File: src/rtl/ssd_scan_scheduler.sv
// rtl/ssd_scan_scheduler.sv - 4-digit seven-segment scan controller with shared frame buffer
// Two round-robin write ports feed the buffer; one digit is driven per dwell slot after a blanking gap.
module ssd_scan_scheduler #(
  parameter int DWELL = 100000,
  parameter int GAP   = 8,
  parameter int CNT_W = 17
) (
  input  logic       clk,
  input  logic       rst_n,
  input  logic       a_valid,
  output logic       a_ready,
  input  logic [1:0] a_digit,
  input  logic [4:0] a_value,
  input  logic       a_dp,
  input  logic       b_valid,
  output logic       b_ready,
  input  logic [1:0] b_digit,
  input  logic [4:0] b_value,
  input  logic       b_dp,
  output logic       a,
  output logic       b,
  output logic       c,
  output logic       d,
  output logic       e,
  output logic       f,
  output logic       g,
  output logic       dp,
  output logic       D1,
  output logic       D2,
  output logic       D3,
  output logic       D4,
  output logic       frame_tick
);

  localparam logic [CNT_W-1:0] CNT_LAST = CNT_W'(DWELL - 1);
  localparam logic [CNT_W-1:0] CNT_GAP  = CNT_W'(GAP);

  // rr_b set means requester B wins the next contended cycle
  logic             rr_b;
  logic [5:0]       fb [4];
  logic [CNT_W-1:0] cnt;
  logic [1:0]       idx;

  logic [6:0] seg_q;
  logic       dp_q;
  logic [3:0] en_q;
  logic       tick_q;

  logic       wr_en;
  logic [1:0] wr_digit;
  logic [5:0] wr_data;
  logic [5:0] cur;
  logic       slot_end;

  function automatic logic [6:0] glyph(input logic [4:0] v);
    logic [6:0] s;
    s = 7'b1111111;
    if (!v[4]) begin
      case (v[3:0])
        4'h0: s = 7'b0000001;
        4'h1: s = 7'b1001111;
        4'h2: s = 7'b0010010;
        4'h3: s = 7'b0000110;
        4'h4: s = 7'b1001100;
        4'h5: s = 7'b0100100;
        4'h6: s = 7'b0100000;
        4'h7: s = 7'b0001111;
        4'h8: s = 7'b0000000;
        4'h9: s = 7'b0000100;
        4'hA: s = 7'b0001000;
        4'hB: s = 7'b1100000;
        4'hC: s = 7'b0110001;
        4'hD: s = 7'b1000010;
        4'hE: s = 7'b0110000;
        default: s = 7'b0111000;
      endcase
    end
    return s;
  endfunction

  always_comb begin
    a_ready  = a_valid && (!b_valid || !rr_b);
    b_ready  = b_valid && (!a_valid || rr_b);
    wr_en    = a_ready || b_ready;
    wr_digit = a_ready ? a_digit : b_digit;
    wr_data  = a_ready ? {a_value, a_dp} : {b_value, b_dp};
  end

  assign cur      = fb[idx];
  assign slot_end = (cnt == CNT_LAST);

  always_ff @(posedge clk or negedge rst_n) begin
    if (!rst_n) begin
      rr_b <= 1'b0;
      for (int i = 0; i < 4; i++) fb[i] <= 6'b100000;
    end else begin
      if (a_valid && b_valid) rr_b <= !rr_b;
      if (wr_en) fb[wr_digit] <= wr_data;
    end
  end

  always_ff @(posedge clk or negedge rst_n) begin
    if (!rst_n) begin
      cnt <= '0;
      idx <= 2'd0;
    end else if (slot_end) begin
      cnt <= '0;
      idx <= idx + 2'd1;
    end else begin
      cnt <= cnt + 1'b1;
    end
  end

  // Outputs sample the buffer before this edge's write, so a write shows one cycle later
  always_ff @(posedge clk or negedge rst_n) begin
    if (!rst_n) begin
      seg_q  <= 7'b1111111;
      dp_q   <= 1'b1;
      en_q   <= 4'b1111;
      tick_q <= 1'b0;
    end else begin
      seg_q  <= glyph(cur[5:1]);
      dp_q   <= cur[5] | ~cur[0];
      en_q   <= (cnt >= CNT_GAP) ? ~(4'b0001 << idx) : 4'b1111;
      tick_q <= slot_end && (idx == 2'd3);
    end
  end

  assign {a, b, c, d, e, f, g} = seg_q;
  assign dp                    = dp_q;
  assign {D4, D3, D2, D1}      = en_q;
  assign frame_tick            = tick_q;

endmodule

File: config.mk
export PLATFORM = sky130hd
export DESIGN_NAME = ssd_scan_scheduler
export DESIGN_NICKNAME = d
export VERILOG_FILES = /design/src/rtl/ssd_scan_scheduler.sv
export SDC_FILE = /design/constraint.sdc
export NUM_CORES = 1
export LEC_CHECK = 0
export BUFFER_PORTS_ARGS = -buffer_cell sky130_fd_sc_hd__buf_2
export CAP_MARGIN = 10
export CORE_ASPECT_RATIO = 1.75
export CORE_MARGIN = 1
export CORE_UTILIZATION = 62
export DETAILED_ROUTE_END_ITERATION = 10
export GPL_ROUTABILITY_DRIVEN = 0
export GPL_TIMING_DRIVEN = 1
export PLACE_DENSITY = 0.84
export SLEW_MARGIN = 0
export SYNTH_ARGS = -nofsm -noshare
export SYNTH_HDL_FRONTEND = slang
export SYNTH_SLANG_ARGS = --single-unit
export TNS_END_PERCENT = 50
File: constraint.sdc
create_clock -name clk -period 3 [get_ports clk]
set_clock_uncertainty 0.05 [all_clocks]
set_input_delay 0 -clock clk [delete_from_list [all_inputs] [get_ports clk]]
set_output_delay 0 -clock clk [all_outputs]
set_load 0.005 [all_outputs]
==> results.sh <==
export IMPL_antenna_cells=0
export IMPL_worst_slew_pin_transition_ns=0.848
export IMPL_worst_ep_required_time_ns=3.17
export IMPL_complex_gate_fraction_of_the_synthesized_area_pct=5.39
export IMPL_insertion_delay_ns=0.34
export IMPL_grt_setup_unrepaired="no"
export IMPL_final_critical_path_setup_slack_ns=0.839
export IMPL_finalCriticalPeriod_ns=2.16
export IMPL_drive_above_1_share_pct=39.8
export IMPL_port_buffer_count=34
export IMPL_synth_seq_area_share_pct=49.9
export IMPL_detailroute_via_count=1895
export IMPL_worstSetupStartpointType="flip-flop"
export IMPL_postRouteWirelength_um=5110
export IMPL_synth_enable_flop_cells=0
export IMPL_initialDrtViolationCount=30
export IMPL_worst_r2r_endpoint="fb[14]$_DFFE_PN0P_"
export IMPL_ys_async_sr_fraction_pct=100
export IMPL_tritoncts="done"
export IMPL_global_route_wire_length_before_repair_um=8600
export IMPL_grt_antenna_before_repair=0
export IMPL_floorplan_die_area_um2=4960
export IMPL_setup_violations=0
export IMPL_fin_hold_ws_ns=0.0244
export IMPL_synth_adder_area_share_pct=5.18
export IMPL_die_w_um=53.7
export IMPL_cellLeakagePower_nw=1.47
export IMPL_leading_cell_type_in_the_layout_fill_and_taps_excluded="dfrtp_1"
export IMPL_max_transition_viols_final=0
export IMPL_finalInstanceArea_um2=3310
export IMPL_drc_errors=0
export IMPL_main_combinational_cell_family_by_area_after_synthesis="multiplexers"
export IMPL_global_route_met2_usage_pct=39.9
export IMPL_floorplan_initialDensity_pct=65.2
export IMPL_worst_slew_margin_rel_pct=43.5
export IMPL_top_usage_layer="met2"
export IMPL_syn_area_per_cell_um2=12.8
export IMPL_grt_met1_usage_pct=29.5
export IMPL_mappedNetlistNets=259
export IMPL_rr_startpoint="rr_b$_DFFE_PN0P_"
export IMPL_setup_slack_at_placement_ns=0.805
export IMPL_grt_pass1_vias=1866
export IMPL_synth_seq_cells=57
export IMPL_setup_tns_ns=0
export IMPL_synthToLayoutAreaGrowth_pct=14.1
export IMPL_worst_setup_path_type="reg -> reg"
export IMPL_grt_total_usage_pct=24.9
export IMPL_avgRoutedWirePerCell_um=15.7
export IMPL_critical_path_max_fanout=10
export IMPL_floorplan_core_area_um2=4440
export IMPL_nets=301
export IMPL_clk_pin_slew_worst_paths_ns=0.06
export IMPL_synth_top_flop_cell="dfrtp_1"
export IMPL_number_of_max_cap_violations=0
export IMPL_cts_inserted_buffers=9
export IMPL_worst_setup_path_endpoint="fb[14]$_DFFE_PN0P_"
export IMPL_setup_reg_to_reg_worst_slack_ns=0.84
export IMPL_postRouteAntennaNets=0
export IMPL_yosys_cell_types_count=42
export IMPL_number_of_cells_traversed_by_the_worst_register_to_register_path=4
export IMPL_syn_inst=227
export IMPL_ir_worst_vdd_uv=634
export IMPL_placed_area_um2=3080
export IMPL_highest_achievable_clock_rate_mhz=463
export IMPL_cts_num_sinks=57
export IMPL_ctsLongestPathBuffers=2
export IMPL_clock_tree_htree_level_count=3
export IMPL_ys_warnings_count=0
export IMPL_overflow=0
export IMPL_hold_viol_final=0
export IMPL_grt_met3_usage_pct=4.93
export IMPL_post_synth_xor_area_fraction_pct=4.53
export IMPL_boundaryPins=35
export IMPL_largest_net_degree_at_the_start_of_global_routing=41
export IMPL_cts_root_buf="clkbuf_8"
export IMPL_muxShareOfSynthArea_pct=19.3
export IMPL_synth_cell_area_um2=2900
export IMPL_setup_worst_path_end_class="flip-flop"
export IMPL_dieHeight_um=92.5
export IMPL_detailedPlacementHpwl_um=3580
export IMPL_power_per_cell_area_nw_per_um2=813
export IMPL_min_delay_path_class="in -> reg"
export IMPL_post_drt_via_cell_ratio=5.83
export IMPL_firstDrtPassIters=6
export IMPL_placementRows=32
export IMPL_status="finished clean"
export IMPL_synth_simple_gate_area_share_pct=12.0
export IMPL_period_utilization_pct=72.0
export IMPL_cts_post_setup_buffers_inserted=0
export IMPL_worst_setup_startpoint="rr_b$_DFFE_PN0P_"
export IMPL_layout_common_cells="dfrtp_1 (41), buf_2 (34), mux2_2 (20)"
export IMPL_arrival_worst_endpoint_ns=2.33
worst min-delay path by stage:
stage	startpoint	endpoint	slack (ns)	cells past startpoint
6_report	b_value[1]	fb[8]$_DFFE_PN0P_	0.02	3
3_5_place_dp	rst_n	frame_tick$_DFF_PN0_	0.12	1
3_3_place_gp	rst_n	frame_tick$_DFF_PN0_	0.10	1
2_1_floorplan	rst_n	cnt[0]$_DFF_PN0_	-0.35	0
4_1_cts	b_value[1]	fb[8]$_DFFE_PN0P_	0.02	3
5_1_grt	b_value[1]	fb[20]$_DFFE_PN0P_	0.04	3
where the power goes:
part / internal (mW) / total [mW] / switching [mW]
Combinational: 0.432 / 0.789 / 0.357
Clock: 0.427 / 0.726 / 0.300
Sequential: 1.05 / 1.17 / 0.123
stage by stage:
step / power (mW) / utilization, % / cells
2_1_floorplan: 1.76 / - / 227
3_3_place_gp: 1.92 / 69.3 / 306
3_5_place_dp: 1.96 / 69.3 / 306
4_1_cts: 2.71 / 74.4 / 325
5_1_grt: 2.83 / 74.4 / 325
6_report: 2.69 / 74.4 / 325
registers in the layout (all words and copies together) (netlist names):
signal      flops
cnt            17
dp              1
en_q            4
fb             24
frame_tick      1
idx             2
rr_b            1
seg_q           7
cells in the mapped netlist, types with 3 or more instances:
master | number | area share [%]
nand3_1 | 9 | 1.6
and4_1 | 3 | 0.91
o21ai_1 | 3 | 0.52
buf_2 | 3 | 0.52
ha_1 | 12 | 5.2
or3_1 | 3 | 0.65
nor2b_1 | 3 | 0.65
mux2_4 | 12 | 6.2
nor2_1 | 9 | 1.2
inv_1 | 8 | 1.0
xnor2_1 | 11 | 3.3
mux2_2 | 20 | 7.8
xor2_1 | 4 | 1.2
o221ai_1 | 4 | 1.2
a21oi_1 | 5 | 0.86
mux4_2 | 5 | 3.9
dfstp_2 | 16 | 15
nand2_1 | 14 | 1.8
nand4_1 | 5 | 1.1
dfrtp_1 | 41 | 35
nor3_1 | 4 | 0.69
buf_6 | 5 | 1.9
routing by layer:
layer	routed length (um)	part of all wire, %	vias to the layer above
met2	2680	53	50
met5	0	0	-
li1	-	-	891
met4	140	2.7	0
met1	2110	41	942
met3	175	3.4	12
critical path, stage by stage (launching register included):
cell and delay (ns):
dfrtp_1 0.41, a21boi_2 0.52, mux2i_4 0.39, o21ba_1 0.32
mux2_4 0.35
timing repair:
action / CTS / global route
endpoints found under the hold margin: 26 / 0
gates resized for setup: 0 / 0
hold buffers: 3 / 0
cells by family after synthesis:
group | after synthesis
DFF | 57
buffers and inverters | 17
muxes | 40
AOI/OAI and AO/OA | 22
and+or+nand+nor | 64
xor gates and xnor gates | 15
adders and majority gates | 12
area by class of cell:
class | instances | area [um^2]
clock buffer | 13 | 159
clock inverter | 3 | 40.0
fill | 310 | 1140
inverter | 8 | 30.0
multi-input combinational | 153 | 1350
sequential | 57 | 1450
tap | 51 | 63.8
timing repair buffer | 40 | 223
Note: power is estimated with default switching activity, not from simulation.
